**src/rtl/uart_tx.sv**
```systemverilog
// 8N1 UART transmitter, LSB first, fed by a small byte FIFO; o_tx is registered and idles high.
// Define UART_TX_PARITY_EN to insert an even-parity bit between the data bits and the stop bit.
module uart_tx #(
    parameter int unsigned CLKS_PER_BIT = 28,
    parameter int unsigned FIFO_DEPTH   = 4
) (
    input  logic       i_clk,
    input  logic       i_rst,
    input  logic [7:0] i_data,
    input  logic       i_valid,
    output logic       o_ready,
    output logic       o_tx,
    output logic       o_busy,
    output logic       o_overflow
);

    localparam int unsigned PtrW  = $clog2(FIFO_DEPTH);
    localparam int unsigned CntW  = PtrW + 1;
    localparam int unsigned BaudW = $clog2(CLKS_PER_BIT);
    localparam logic [BaudW-1:0] BaudLast = BaudW'(CLKS_PER_BIT - 1);
    localparam logic [CntW-1:0]  CntFull  = CntW'(FIFO_DEPTH);

    typedef enum logic [2:0] {StIdle, StStart, StData, StParity, StStop} state_e;

    logic [7:0]      mem [FIFO_DEPTH];
    logic [PtrW-1:0] wr_ptr_q, rd_ptr_q;
    logic [CntW-1:0] count_q;
    logic            overflow_q;

    state_e          state_q;
    logic [BaudW-1:0] baud_q;
    logic [2:0]      bit_idx_q;
    logic [7:0]      shift_q;
    logic            tx_q;
`ifdef UART_TX_PARITY_EN
    logic            parity_q;
`endif

    logic fifo_empty, push, pop, baud_last;

    always_comb begin
        fifo_empty = (count_q == '0);
        o_ready    = (count_q != CntFull);
        push       = i_valid && o_ready;
        baud_last  = (baud_q == BaudLast);
        pop        = !fifo_empty && ((state_q == StIdle) || (state_q == StStop && baud_last));
        o_busy     = (state_q != StIdle) || !fifo_empty;
        o_tx       = tx_q;
        o_overflow = overflow_q;
    end

    always_ff @(posedge i_clk) begin
        if (push) begin
            mem[wr_ptr_q] <= i_data;
        end
    end

    always_ff @(posedge i_clk or posedge i_rst) begin
        if (i_rst) begin
            wr_ptr_q   <= '0;
            rd_ptr_q   <= '0;
            count_q    <= '0;
            overflow_q <= 1'b0;
        end else begin
            if (push) begin
                wr_ptr_q <= wr_ptr_q + 1'b1;
            end
            if (pop) begin
                rd_ptr_q <= rd_ptr_q + 1'b1;
            end
            case ({push, pop})
                2'b10:   count_q <= count_q + 1'b1;
                2'b01:   count_q <= count_q - 1'b1;
                default: count_q <= count_q;
            endcase
            if (i_valid && !o_ready) begin
                overflow_q <= 1'b1;
            end
        end
    end

    // tx_q is decoded from the pre-edge state, so the line lags the FSM by one clock.
    always_ff @(posedge i_clk or posedge i_rst) begin
        if (i_rst) begin
            state_q   <= StIdle;
            baud_q    <= '0;
            bit_idx_q <= '0;
            shift_q   <= '0;
            tx_q      <= 1'b1;
`ifdef UART_TX_PARITY_EN
            parity_q  <= 1'b0;
`endif
        end else begin
            case (state_q)
                StIdle: begin
                    tx_q   <= 1'b1;
                    baud_q <= '0;
                    if (pop) begin
                        shift_q  <= mem[rd_ptr_q];
`ifdef UART_TX_PARITY_EN
                        parity_q <= ^mem[rd_ptr_q];
`endif
                        state_q  <= StStart;
                    end
                end
                StStart: begin
                    tx_q <= 1'b0;
                    if (baud_last) begin
                        baud_q    <= '0;
                        bit_idx_q <= '0;
                        state_q   <= StData;
                    end else begin
                        baud_q <= baud_q + 1'b1;
                    end
                end
                StData: begin
                    tx_q <= shift_q[0];
                    if (baud_last) begin
                        baud_q  <= '0;
                        shift_q <= {1'b0, shift_q[7:1]};
                        if (bit_idx_q == 3'd7) begin
`ifdef UART_TX_PARITY_EN
                            state_q <= StParity;
`else
                            state_q <= StStop;
`endif
                        end else begin
                            bit_idx_q <= bit_idx_q + 1'b1;
                        end
                    end else begin
                        baud_q <= baud_q + 1'b1;
                    end
                end
`ifdef UART_TX_PARITY_EN
                StParity: begin
                    tx_q <= parity_q;
                    if (baud_last) begin
                        baud_q  <= '0;
                        state_q <= StStop;
                    end else begin
                        baud_q <= baud_q + 1'b1;
                    end
                end
`endif
                StStop: begin
                    tx_q <= 1'b1;
                    if (baud_last) begin
                        baud_q <= '0;
                        if (pop) begin
                            shift_q  <= mem[rd_ptr_q];
`ifdef UART_TX_PARITY_EN
                            parity_q <= ^mem[rd_ptr_q];
`endif
                            state_q  <= StStart;
                        end else begin
                            state_q <= StIdle;
                        end
                    end else begin
                        baud_q <= baud_q + 1'b1;
                    end
                end
                default: begin
                    tx_q    <= 1'b1;
                    baud_q  <= '0;
                    state_q <= StIdle;
                end
            endcase
        end
    end

endmodule

```
**config.mk**
```make
export PLATFORM = sky130hd
export DESIGN_NAME = uart_tx
export DESIGN_NICKNAME = d
export VERILOG_FILES = /design/src/rtl/uart_tx.sv
export SDC_FILE = /design/constraint.sdc
export NUM_CORES = 1
export LEC_CHECK = 0
export CORE_ASPECT_RATIO = 0.75
export CORE_MARGIN = 1
export CORE_UTILIZATION = 55
export CTS_BUF_LIST = sky130_fd_sc_hd__clkbuf_8
export DETAILED_ROUTE_END_ITERATION = 12
export PLACE_DENSITY = 0.78
export SYNTH_ARGS = -nofsm -noshare
export SYNTH_HDL_FRONTEND = slang
export SYNTH_SLANG_ARGS = --single-unit
```
**constraint.sdc**
```tcl
create_clock -name i_clk -period 2.4 [get_ports i_clk]
set_input_delay 0.48 -clock i_clk [delete_from_list [all_inputs] [get_ports i_clk]]
set_output_delay 0.48 -clock i_clk [all_outputs]
set_load 0.02 [all_outputs]
```
# Word level (Yosys, flattened, before mapping)
# Memories as Yosys holds them, arrays and structs flattened.
# Index checks and enable logic that the tools add are counted.
# word_totals
reg_bits	28
ram_bits	32
input_bits	11
elab_cells	69
mem_count	1
# classes
add_sub_neg	6
eq_ne	14
muxes	21
n_reduce_logical	18
# mem_list
name	words	width	read_ports	rd_clocked_by_memory_dff	write_ports	line_no	source
mem	4	8	1	0	1	25	logic [7:0] mem [FIFO_DEPTH];
# ops
operator	n
$mux W3	8
$mux W8	3
$pmux W8 S3	1
$ne A2 B2 Y1 const B	6
$pmux W3 S2	2
$pmux W3 S4	1
$mux W5	2
$add A3 B1 Y3 const B	2
$eq A3 B3 Y1 const B	2
$logic_not A3 Y1	2
$reduce_bool A3 Y1	2
$add A5 B1 Y5 const B	1
$eq A5 B5 Y1 const B	1
$reduce_and A5 Y1	1
$add A2 B1 Y2 const B	2
$logic_and A1 B1 Y1	4
$reduce_and A4 Y1	1
$reduce_bool A2 Y1	2
$eq A3 B1 Y1 const B	1
$eq A3 B2 Y1 const B	1
$mux W1	3
$ne A3 B3 Y1 const B	1
$reduce_and A3 Y1	1
$reduce_or A3 Y1	1
6 further kinds	8

# Logic depth before layout (Yosys ltp)
# logic_depth
word_depth	7
ltp_mapped	8
depth_no_buf	8

# Worst setup path after synthesis
# No wires, ideal clock.
# synth_path
path_type	reg-to-reg
start	register baud_q[0]
end	register count_q[1]
setup_time_ns	0.125
arrival_ns	2.141
required_time_ns	2.275
slack_ns	0.134
stages_incl_launch_ff	7
n_path_buf	0
synth_period_minus_slack_ns	2.266
cell_sequence	dfrtp_1 -> ha_1 -> nand4b_4 -> a2111oi_4 -> ha_1 -> fa_1 -> mux2_2
# synth_between
elab_chain_cells	6
elab_cells_between_ends	8
classes_between	eq/ne: 3; mux: 1; reduce/logical: 4
# synth_rtl
item	line_no	source
from (decl)	31	logic [BaudW-1:0] baud_q;
from (signal assigned)	113	baud_q <= baud_q + 1'b1;
from (signal assigned)	131	baud_q <= baud_q + 1'b1;
from (signal assigned)	159	baud_q <= baud_q + 1'b1;
$eq A5 B5 Y1 (*)	45	baud_last = (baud_q == BaudLast);
$logic_and A1 B1 Y1 (*)	46	pop = !fifo_empty && ((state_q == StIdle) || (state_q == StStop && baud_last));
$logic_or A1 B1 Y1 (*)	46	
$logic_and A1 B1 Y1 (*)	46	
$eq A2 B1 Y1 or $eq A2 B2 Y1 (tied branches)	71	case ({push, pop})
$pmux W3 S2 or $reduce_bool A2 Y1 (tied branches)	--	
to (signal assigned)	72	2'b10: count_q <= count_q + 1'b1;
to (signal assigned)	73	2'b01: count_q <= count_q - 1'b1;
to (signal assigned)	74	default: count_q <= count_q;
to (decl)	27	logic [CntW-1:0] count_q;
# Every way passes the cells marked *; elsewhere a longest branch is shown, timed or not.
# A chain may end at the register's enable or synchronous reset.

# Worst setup path in the final report
# layout_path
start	register count_q[2]
end	output port o_busy
# layout_between
elab_chain_cells	3
# layout_rtl
item	line_no	source
$logic_not A3 Y1	42	fifo_empty = (count_q == '0);
$logic_not A1 Y1	47	o_busy = (state_q != StIdle) || !fifo_empty;
$logic_or A1 B1 Y1	47	
to (decl)	13	output logic o_busy,
# No other way between the ends.

==> flow_summary_export.csv <==
group,metric,value,unit
clocking,post_cts_buffers,0,
clocking,clk_latency,330,ps
grt,grt.overflow.total,0,
yosys,ys_warn_count,0,
timing,tightest_slew,533,ps
yosys,ys_types,38,
worst_setup_path,slowest_delay,560,ps
grt,antenna_found_initial,0,
worst_setup_path,crit_chain,"nor3_2 -> nand2_1 -> clkdlybuf4s50_1",
grt,top_usage_layer,"met2",
grt,grt_use_met2,34.6,%
finish,final_common_cell,"edfxtp_1",
route,remaining_drc_errors,0,
yosys,netlist_top_cells_area,"edfxtp_1 (36%), dfrtp_1 (25%), mux2_2 (7.6%)",
placement,place_area,0.00290,mm2
worst_setup_path,crit_slowest_cell,"clkdlybuf4s50_1",
timing,min_period_over_period,95.7,%
grt,grt_max_degree,29,
worst_setup_path,cp-end-kind,"output port",
yosys,ys_seq_elements,60,
worst_setup_path,crit_fanout,5,
route,dr.first_iter.drc_count,80,
finish,fin_cells,257,
grt,met1_usage,29.4,%
placement,gp_congestion,0.735,
yosys,avgSynthCellArea,15.8,um2
finish,drive_above_1_share,29.0,%
worst_setup_path,startpoint_type,"flip-flop",
timing,slew_violations,0,
clocking,numCtsBuffers,9,
worst_setup_path,rr_worst_depth,6,
worst_setup_path,path_delay_family,"buffers and inverters",
grt,gr-usage-met3,6.62,%
die,die_area,0.00513,mm2
worst_setup_path,critPathBufInv,1,
route,firstDrtPassIters,4,
die,num_io_pins,15,
finish,finalNetCount,215,
route,ant_nets,0,
grt,grt_pass1_vias,1617,
clocking,cts-resized-gates,0,
timing,clock.fmax,435,MHz
route,via_count,1506,
clocking,clockRootBuffer,"clkbuf_8",
run_status,status,"complete, no violations",
die,die_w,82.4,um
run,drv_cap,0,
timing,fin_skew,11.4,ps
placement,place_ws,84.7,ps
worst_setup_path,rr_endpoint,"count_q[1]",
yosys,yosysTopAreaCell,"edfxtp_1",
timing,layout_setup_ws,102,ps
route,vias_per_cell,5.86,
pwr,p_leak,1.22,nW
placement,dpl.hpwl,3.15,mm
grt,grt.total_usage,22.6,%
timing,hold_viol,0,
die,die_h,62.3,um
worst_setup_path,cp.depth,3,
placement,portBuffers,14,
yosys,syn_nets,189,
worst_setup_path,cp-startpoint,"count_q[2]",
yosys,ys_seq_area_share,62.4,%
worst_setup_path,timing.rr.start,"baud_q[0]",
yosys,netlist.area_leader.share,36.1,%
worst_setup_path,endpoint,"o_busy",
die,initial_core_util,58.6,%
die,coreArea,0.00455,mm2
grt,grt_pass1_wl,8.14,mm
finish,final_cell_mix,"edfxtp_1 (32), dfrtp_1 (27), mux2_2 (18)",
timing,setup_tns,0,ps
timing,finalSetupViolations,0,
clocking,htreeDepth,3,
pwr,vdd.ir_drop.worst,756,uV
timing,post-route-min-period,2300,ps
clocking,cts_max_path_buffers,2,
yosys,synth_area,0.00266,mm2
pwr,p_total,3.65,mW
worst_setup_path,arrival,1820,ps
clocking,postCtsHoldBufs,0,
clocking,cts_sinks,60,
route,drt-total-wl,4.70,mm
min_path,hold_class,"flip-flop to flip-flop",
finish,stdcell_area,0.00310,mm2
timing,relSlewSlack,64.4,%
timing,rsz0062_at_grt,"no",
die,fp-row-count,21,
finish,antenna_cells,0,
yosys,synthCells,169,
worst_setup_path,ff2ff_setup_slack,110,ps
finish,area_growth_syn_to_layout,16.3,%
route,wl_per_cell,18.3,um
pwr,cellPowerDensity,1180,mW/mm2
worst_setup_path,worstPathRequired,1920,ps
placement,numPlacedInstances,241,
worst_setup_path,critPathKind,"flip-flop to output port",
clocking,cts_tree,"done",
clocking,path_clk_slew,70,ps
finish,fill_cells,300,
[routing by layer]
| layer | routed length, um | part of all wire (%) |
|---|---|---|
| met1 | 2000 | 43 |
| met2 | 2290 | 49 |
| met3 | 273 | 5.8 |
| met4 | 132 | 2.8 |
| met5 | 0 | 0 |
[Yosys cell counts]
cell and count:
a211oi_1 1, nor4_1 1, nor4_2 1, nor3_1 2, nand4b_1 1, ha_1 8
a31o_2 1, mux2_2 18, nor2b_1 3, o21a_1 1, xnor2_1 5, buf_2 2
mux2i_1 2, a21oi_1 5, a2111oi_4 2, edfxtp_1 32, and4b_2 1, nor2_2 1
inv_1 5, mux4_2 8, and3_1 4, o21ai_0 2, fa_1 1, o21bai_1 1
xor2_1 4, nand3_1 2, buf_1 1, clkbuf_1 1, dfrtp_1 27, nand3b_1 1
nor2_1 11, dfstp_2 1, or2_2 1, nand2_1 8, buf_4 1, nand4b_4 1
nor3_2 1, nand2b_1 1
[per-stage QoR]
step                      hold WS, ps  utilization (%)
after global placement            439             63.7
after floorplan                   429                -
after CTS                         485             68.2
final                             486             68.2
after global routing              509             68.2
after detailed placement          464             63.7
[report_power, final]
group | internal [mW] | switching (mW) | total [mW]
Clock | 0.493 | 0.425 | 0.918
Combinational | 0.584 | 0.486 | 1.07
Sequential | 1.41 | 0.254 | 1.66
[cells by family after synthesis]
| logic type | count (synthesis) | share of synthesized area [%] |
|---|---|---|
| xor+xnor | 9 | 2.96 |
| buf+inv | 10 | 1.64 |
| simple gates | 40 | 8.78 |
| mux | 28 | 15.1 |
| flops | 60 | 62.4 |
| fa+ha+maj | 9 | 4.51 |
| compound gates | 13 | 4.56 |
[worst min path at each step]
stage | slack (ps) | endpoint | cells past startpoint | startpoint
6_report | 490 | o_overflow | 1 | o_overflow
3_3_place_gp | 440 | baud_q[0] | 1 | baud_q[0]
3_5_place_dp | 460 | o_overflow | 1 | o_overflow
2_1_floorplan | 430 | baud_q[0] | 1 | baud_q[0]
4_1_cts | 480 | o_overflow | 1 | o_overflow
5_1_grt | 510 | o_overflow | 1 | o_overflow
[layout make-up]
cell class                      count  area, um2  share of cell area, %
Clock buffer                        9        124                   4.00
Clock inverter                      7       80.1                   2.58
Inverter                            5       18.8                  0.606
Multi-Input combinational cell     99        957                   30.9
Sequential cell                    60       1660                   53.7
Tap cell                           57       71.3                   2.30
Timing Repair Buffer               20        185                   5.97
[state kept, by name (all words and copies together), names as in the netlist, 2 cells and up]
| name | flops |
|---|---|
| baud_q | 5 |
| bit_idx_q | 3 |
| count_q | 3 |
| mem | 32 |
| rd_ptr_q | 2 |
| shift_q | 8 |
| state_q | 3 |
| wr_ptr_q | 2 |
Power figures use the tool's default switching activity.
